## src/rtl/std_cache_pkg.sv

```systemverilog
// Shared cache scheduler types and default geometry constants.
package std_cache_pkg;
  typedef enum logic {INIT, RUN} sched_state_e;

  localparam int DEF_BYTE_OFFSET = 4;
  localparam int DEF_INDEX_WIDTH = 12;
endpackage

```

## src/rtl/dcache_rr_arb.sv

```systemverilog
// Round-robin arbiter: masked priority encoder starting at a pointer that
// cycles over ports 1..NR_PORTS-1. The caller must drive req_i[0] low.
module dcache_rr_arb #(
  parameter int NR_PORTS = 4
) (
  input  logic                clk_i,
  input  logic                rst_i,
  input  logic [NR_PORTS-1:0] req_i,
  input  logic                upd_i,
  output logic [NR_PORTS-1:0] gnt_o
);
  localparam int PW = (NR_PORTS > 2) ? $clog2(NR_PORTS) : 1;

  logic [PW-1:0]       r_ptr;
  logic [PW-1:0]       w_win;
  logic                w_hit;
  logic [NR_PORTS-1:0] w_mask, w_masked, w_sel;

  always_comb begin
    for (int i = 0; i < NR_PORTS; i++) w_mask[i] = (PW'(i) >= r_ptr);
    w_masked = req_i & w_mask;
    // nothing at or above the pointer: wrap to the lowest requester
    w_sel = (|w_masked) ? w_masked : req_i;
    w_win = '0;
    w_hit = 1'b0;
    for (int i = NR_PORTS-1; i >= 0; i--) begin
      if (w_sel[i]) begin
        w_win = PW'(i);
        w_hit = 1'b1;
      end
    end
    gnt_o = '0;
    if (w_hit) gnt_o[w_win] = 1'b1;
  end

  always_ff @(posedge clk_i) begin
    if (rst_i) begin
      r_ptr <= PW'(1);
    end else if (upd_i && w_hit) begin
      r_ptr <= (w_win == PW'(NR_PORTS-1)) ? PW'(1) : w_win + PW'(1);
    end
  end
endmodule

```

## src/rtl/dcache_sram_sched.sv

```systemverilog
// D-cache SRAM port scheduler: clears the array after reset/invalidate, then
// grants one requester per cycle (port 0 first). Define DCACHE_SCHED_RR_EN for
// round-robin among ports 1..NR_PORTS-1, otherwise fixed lowest-index priority.
module dcache_sram_sched
  import std_cache_pkg::*;
#(
  parameter int NR_PORTS    = 4,
  parameter int INDEX_WIDTH = DEF_INDEX_WIDTH,
  parameter int BYTE_OFFSET = DEF_BYTE_OFFSET,
  parameter int DATA_WIDTH  = 128
) (
  input  logic                                  clk_i,
  input  logic                                  rst_i,
  input  logic                                  invalidate_i,
  input  logic [NR_PORTS-1:0]                   req_i,
  input  logic [NR_PORTS-1:0][INDEX_WIDTH-1:0]  addr_i,
  input  logic [NR_PORTS-1:0]                   we_i,
  input  logic [NR_PORTS-1:0][DATA_WIDTH-1:0]   wdata_i,
  output logic [NR_PORTS-1:0]                   gnt_o,
  output logic [NR_PORTS-1:0]                   rvalid_o,
  output logic                                  ram_req_o,
  output logic [INDEX_WIDTH-BYTE_OFFSET-1:0]    ram_addr_o,
  output logic                                  ram_we_o,
  output logic [DATA_WIDTH-1:0]                 ram_wdata_o,
  output logic                                  init_done_o
);
  localparam int LW        = INDEX_WIDTH - BYTE_OFFSET;
  localparam int NUM_LINES = 2**LW;

  sched_state_e        r_state;
  logic [LW:0]         r_idx;
  logic [NR_PORTS-1:0] r_rvalid;
  logic [NR_PORTS-1:0] w_gnt, w_sub_gnt;
  logic                w_run;
  logic                w_unused;

  assign w_run = (r_state == RUN) && !rst_i;

`ifdef DCACHE_SCHED_RR_EN
  logic [NR_PORTS-1:0] w_sub_req;
  assign w_sub_req = {req_i[NR_PORTS-1:1], 1'b0};

  dcache_rr_arb #(.NR_PORTS(NR_PORTS)) u_rr_arb (
    .clk_i (clk_i),
    .rst_i (rst_i),
    .req_i (w_sub_req),
    .upd_i (w_run && !req_i[0]),
    .gnt_o (w_sub_gnt)
  );
`else
  always_comb begin
    w_sub_gnt = '0;
    for (int i = NR_PORTS-1; i >= 1; i--) begin
      if (req_i[i]) begin
        w_sub_gnt    = '0;
        w_sub_gnt[i] = 1'b1;
      end
    end
  end
`endif

  always_comb begin
    w_gnt = '0;
    if (w_run) begin
      if (req_i[0]) w_gnt[0] = 1'b1;
      else          w_gnt    = w_sub_gnt;
    end
  end

  always_comb begin
    ram_req_o   = 1'b0;
    ram_addr_o  = '0;
    ram_we_o    = 1'b0;
    ram_wdata_o = '0;
    if (!rst_i) begin
      if (r_state == INIT) begin
        ram_req_o  = 1'b1;
        ram_we_o   = 1'b1;
        ram_addr_o = r_idx[LW-1:0];
      end else begin
        for (int w = 0; w < NR_PORTS; w++) begin
          if (w_gnt[w]) begin
            ram_req_o   = 1'b1;
            ram_addr_o  = addr_i[w][INDEX_WIDTH-1:BYTE_OFFSET];
            ram_we_o    = we_i[w];
            ram_wdata_o = wdata_i[w];
          end
        end
      end
    end
  end

  // byte-within-line bits never reach the line-addressed SRAM
  always_comb begin
    w_unused = 1'b0;
    for (int w = 0; w < NR_PORTS; w++) w_unused = w_unused ^ (^addr_i[w][BYTE_OFFSET-1:0]);
  end

  always_ff @(posedge clk_i) begin
    if (rst_i) begin
      r_state  <= INIT;
      r_idx    <= '0;
      r_rvalid <= '0;
    end else begin
      r_rvalid <= w_gnt & ~we_i;
      case (r_state)
        INIT: begin
          if (invalidate_i) begin
            r_idx <= '0;
          end else if (r_idx == (LW+1)'(NUM_LINES-1)) begin
            r_state <= RUN;
            r_idx   <= '0;
          end else begin
            r_idx <= r_idx + 1'b1;
          end
        end
        default: begin
          if (invalidate_i) begin
            r_state <= INIT;
            r_idx   <= '0;
          end
        end
      endcase
    end
  end

  assign gnt_o       = w_gnt;
  assign rvalid_o    = r_rvalid & {NR_PORTS{!rst_i}};
  assign init_done_o = w_run;
endmodule

```

## config.mk

```make
export PLATFORM = sky130hd
export DESIGN_NAME = dcache_sram_sched
export DESIGN_NICKNAME = d
export VERILOG_FILES = /design/src/rtl/std_cache_pkg.sv /design/src/rtl/dcache_rr_arb.sv /design/src/rtl/dcache_sram_sched.sv
export SDC_FILE = /design/constraint.sdc
export NUM_CORES = 1
export LEC_CHECK = 0
export BUFFER_PORTS_ARGS = -buffer_cell sky130_fd_sc_hd__buf_2
export CORE_AREA = 2 2 283 285
export DETAILED_ROUTE_END_ITERATION = 16
export DIE_AREA = 0 0 285 287
export GPL_ROUTABILITY_DRIVEN = 0
export SYNTH_ARGS = -nofsm -noshare
export SYNTH_HDL_FRONTEND = slang
export SYNTH_HIERARCHICAL = 1
export SYNTH_SLANG_ARGS = --single-unit
```

## constraint.sdc

```tcl
create_clock -name clk_i -period 2 [get_ports clk_i]
set_input_delay 0.4 -clock clk_i [delete_from_list [all_inputs] [get_ports clk_i]]
set_output_delay 0.4 -clock clk_i [all_outputs]
set_load 0.01 [all_outputs]
```

Word-level counts from Yosys, hierarchy flattened
Cells that the tools add are included.
Widths: inputs -> output; s select.
- flip-flop bits (word level): 14
- output and inout port bits: 147
- bits in read-only memories: 0
- memories kept: 0
- latch bits: 0
- RAM bits: 0
- reductions and logical operators: 2
- equality and inequality tests: 2
- shifts and indexed selects: 0
- mux-type cells: 38
- add/sub/neg operators: 1
- bitwise gates (word level): 3
- multipliers: 0
- div/mod/pow operators: 0
- order comparisons: 0
- operator list (operator ; number):
    $mux 128 ; 6
    $mux 8 ; 6
    $mux 9 ; 4
    $mux 1 ; 17
    $mux 4 ; 4
    $add 9x1->9 const B ; 1
    $eq 9x8->1 const B ; 1
    $and 4x4->4 ; 2
    $not 4->4 ; 1
    $mux 3 ; 1
    $ne 2x2->1 const B ; 1
    $logic_and 1x1->1 ; 1
    $logic_not 1->1 ; 1

Depth between registers and ports, before layout
- word-level depth: 11
- depth in mapped cells: 10
- mapped depth without buffers: 5

Worst setup path before layout
Ideal clock, no wire load.
- path kind: input-to-output
- start: in rst_i
- end: out ram_addr_o[0]
- path slack: -0.156 ns
- arrival: 1.756 ns
- data required time: 1.600 ns
- path buffers: 3
- stages: 7
- cell sequence: buf_4 > nor4b_4 > and2_1 > buf_4 > buf_4 > a221oi_1 > o32ai_1
- word-level cells in the longest chain between the ends: 9
- ends and longest elaborated chain (item ; RTL line ; source):
    start: declaration ; dcache_sram_sched.sv:13 ; input logic rst_i,
    $logic_not 1->1 ; dcache_sram_sched.sv:37 ; assign w_run = (r_state == RUN) && !rst_i;
    $logic_and 1x1->1 ; dcache_sram_sched.sv:37 ;
    $mux 4 ; dcache_sram_sched.sv:64 ; if (w_run) begin
    $mux 8 (4 in series) ; dcache_sram_sched.sv:82 ; if (w_gnt[w]) begin
    $mux 8 ; dcache_sram_sched.sv:76 ; if (r_state == INIT) begin
    $mux 8 (*) ; dcache_sram_sched.sv:75 ; if (!rst_i) begin
    end: declaration ; dcache_sram_sched.sv:22 ; output logic [INDEX_WIDTH-BYTE_OFFSET-1:0] ram_addr_o,
Mark *: on every way between the ends. The rest lies on a longest branch, timed or not.

Final worst setup path
- start: reg r_state
- end: out ram_wdata_o[89]
- word-level cells in the longest chain between the ends: 8
- ends and longest elaborated chain (item ; RTL line ; source):
    start: declaration ; dcache_sram_sched.sv:30 ; sched_state_e r_state;
    start signal: assignment ; dcache_sram_sched.sv:101 ; r_state <= INIT;
    start signal: assignment ; dcache_sram_sched.sv:111 ; r_state <= RUN;
    start signal: assignment ; dcache_sram_sched.sv:119 ; r_state <= INIT;
    $logic_and 1x1->1 ; dcache_sram_sched.sv:37 ;
    $mux 4 ; dcache_sram_sched.sv:64 ;
    $mux 128 (4 in series) ; dcache_sram_sched.sv:82 ;
    $mux 128 (*) ; dcache_sram_sched.sv:76 ;
    $mux 128 (*) ; dcache_sram_sched.sv:75 ;
    end: declaration ; dcache_sram_sched.sv:24 ; output logic [DATA_WIDTH-1:0] ram_wdata_o,
Marked as above.

==> impl_metrics.csv <==
group,metric,value,unit
grt,grt_pass1_vias,9163,
synthesis,ys_seq_elements,14,
sta,fmax,0.401,GHz
floorplanning,io_pins,718,
critical_path,cp_common_cell,"buf_16",
synthesis,ys_async_sr_fraction,0,
sta,fin_skew,0.0131,ns
min_path,holdCritPathClass,"primary input to register",
detailed_routing,drtIter0Drc,357,
critical_path,timing.rr.start,"r_idx[0]$_SDFFE_PP0P_",
detailed_routing,drc,0,
synthesis,avgSynthCellArea,7.74,µm²
synthesis,synth_ff_type,"dfxtp_1",
critical_path,endpoint_kind,"output port",
synthesis,synth_cell_types,42,
final_layout,nFillCells,8902,
detailed_routing,detail-route-antenna-nets,0,
floorplanning,core,78600,µm²
synthesis,seq_area_frac_synth,0.0619,
cts,cts_tree,"done",
power_and_ir_drop,switching_share,0.366,
place,portBuffers,701,
synthesis,synth_top_cell_area_share,0.332,
sta,tightest_slew,0.367,ns
outcome,status,"finished with violations",
floorplanning,dieArea,81800,µm²
sta,setup_viol,141,
detailed_routing,via_count,9291,
place,hpwl,54200,µm
critical_path,critical_path_arrival,2.09,ns
power_and_ir_drop,p_int,1040,µW
detailed_routing,drt_wl_total,67000,µm
sta,period_minus_slack,2.49,ns
power_and_ir_drop,p_clk_frac,0.278,
synthesis,synth_area_leaders,"a221oi_2 (33%), o22ai_1 (19%), nor2_1 (12%)",
floorplanning,die_x,285,µm
place,place_ws,-0.817,ns
cts,clk_latency,0.26,ns
power_and_ir_drop,ir_drop,376,µV
critical_path,crit_end,"ram_wdata_o[89]",
sta,hold_viol,0,
synthesis,synth_top_area_cell,"a221oi_2",
power_and_ir_drop,p_comb_frac,0.549,
sta,timing.final.ws_setup,-0.494,ns
final_layout,drive_gt1_frac,0.831,
power_and_ir_drop,power_density,128,nW/µm²
critical_path,r2r_setup_slack,0.24,ns
detailed_routing,firstDrtPassIters,4,
critical_path,path_class,"register to output port",
grt,grt_max_degree,28,
cts,htreeDepth,1,
critical_path,crit_chain,"nor4b_4 -> buf_4 -> nand2_4 -> buf_16 -> buf_16 -> o22ai_4 -> nor2_2 -> buf_2",
final_layout,final_common_cell,"buf_2",
power_and_ir_drop,leakagePower,0.00575,µW
final_layout,final_util,0.163,
cts,clk_path_buf_depth,2,
final_layout,final_area,12800,µm²
synthesis,syn-instance-count,585,
critical_path,cp_slowest_cell,"dfxtp_2",
sta,slew_headroom,0.755,
synthesis,syn_nets,1157,
power_and_ir_drop,p_switching,602,µW
grt,overflow,0,
outcome,failed_checks,"negative setup slack",
synthesis,syn_area,4530,µm²
critical_path,r2r-end,"r_idx[5]$_SDFFE_PP0P_",
critical_path,start_kind,"register",
grt,grt_usage,0.149,
grt,antenna_found_initial,75,
detailed_routing,avgRoutedWirePerCell,27.6,µm
cts,clk_pin_slew,0.06,ns
final_layout,nets,1937,
grt,grt_pass1_wl,81700,µm
sta,hold_slack,0.320,ns
floorplanning,start_util,0.0576,
sta,fin_crit_sh,1.25,
cts,numCtsBuffers,3,
final_layout,stdcell_count,2430,
synthesis,yosysWarningCount,6,
sta,rsz0062_at_grt,"true",
final_layout,synthToLayoutAreaGrowth,182,%
power_and_ir_drop,power_frac_seq,0.173,
critical_path,r2r_cells,5,
run,max_cap_viol_count,0,
cts,cts.sinks,14,
critical_path,critPathLaunch,"r_state$_SDFF_PP0_",
final_layout,mostFrequentLayoutCells,"buf_2 (690), nor2_1 (115), a221oi_2 (106), buf_4 (65), o22ai_2 (52)",
critical_path,cp_max_fo,27,
cts,root_buffer,"clkbuf_16",
synthesis,synth_edf_count,0,
place,placed_cell_area,9940,µm²
critical_path,crit_required,1.60,ns
floorplanning,die-height,287,µm
place,post-place-cells,2361,
floorplanning,core.rowCount,103,
sta,final_max_slew_viol_count,0,
critical_path,slowest_delay,0.35,ns
detailed_routing,viasPerCell,3.82,
## worst min-delay path by stage
stage / from / endpoint / slack, ns / cells after the start
6_report: we_i[3] / r_rvalid[3]$_SDFF_PP0_ / 0.32 / 2
5_1_grt: we_i[3] / r_rvalid[3]$_SDFF_PP0_ / 0.34 / 2
4_1_cts: we_i[3] / r_rvalid[3]$_SDFF_PP0_ / 0.30 / 2
3_5_place_dp: r_idx[8]$_SDFFE_PP0P_ / r_idx[8]$_SDFFE_PP0P_ / 0.47 / 1
3_3_place_gp: r_idx[8]$_SDFFE_PP0P_ / r_idx[8]$_SDFFE_PP0P_ / 0.46 / 1
2_1_floorplan: r_idx[8]$_SDFFE_PP0P_ / r_idx[8]$_SDFFE_PP0P_ / 0.45 / 1
## state kept, by name, indices dropped and copies added, names as in the netlist
signal	flops
r_state	1
r_idx	9
r_rvalid	4
## power by group through the flow
stage | sequential, µW | clock, µW | combinational [µW]
5_1_grt | 285 | 476 | 952
3_5_place_dp | 290 | 0 | 767
4_1_cts | 285 | 471 | 833
6_report | 285 | 456 | 902
2_1_floorplan | 289 | 0 | 64.2
3_3_place_gp | 290 | 0 | 761
## synth_stat cells (all sizes together) (2+ instances only)
master / number
or2: 2
nand4: 2
a31oi: 3
and2: 4
nand2b: 9
o22ai: 136
nor2b: 8
inv: 3
o21ai: 2
and3: 2
nor2: 139
a21oi: 4
dfxtp: 14
o32ai: 8
a221oi: 136
clkbuf: 33
buf: 52
nand3: 6
nand2: 6
## cell type report
type                    instances  area [µm²]  area share
multi-input cells             483        5200       0.407
repair buffers                860        5840       0.457
diodes                         16        40.0     0.00313
flip-flops and latches         14         282      0.0220
well taps                    1050        1310       0.103
clock buffers                   4        88.8     0.00695
inverters                       3        21.3     0.00166
## cell families after synthesis
group           synth area share
flops                     0.0619
compound gates             0.626
mux                      0.00221
xor+xnor                 0.00387
simple gates               0.180
buf+inv                    0.124
fa+ha+maj                0.00276
## through the flow
stage	total power [µW]	setup TNS, ns
4_1_cts	1590	-54.14
3_5_place_dp	1060	-52.19
2_1_floorplan	354	-7.77
5_1_grt	1710	-64.76
6_report	1640	-54.28
3_3_place_gp	1050	-54.53
## critical path: cells and delay by family (launching register included)
family	cells	cell delay, ns
DFF	1	0.35
AOI/OAI and AO/OA	1	0.23
buffers and inverters	4	0.77
and+or+nand+nor	3	0.36
## routing by layer
metal / vias up / track usage / wire length [µm]
li1: 4033 / - / -
met1: 4344 / 0.186 / 27900
met2: 703 / 0.246 / 30300
met3: 189 / 0.0344 / 5220
met4: 22 / 0.0631 / 3420
met5: - / 0 / 131
## what timing repair did
item | 4_1_cts | 5_1_grt
resized for setup | 191 | 166
endpoints found under the setup margin | 141 | 141
hold buffers | 0 | 0
setup buffers | 8 | 27
gates cloned | 13 | 7
pin swaps | 34 | 78
Note: power is estimated with default switching activity, not from simulation.
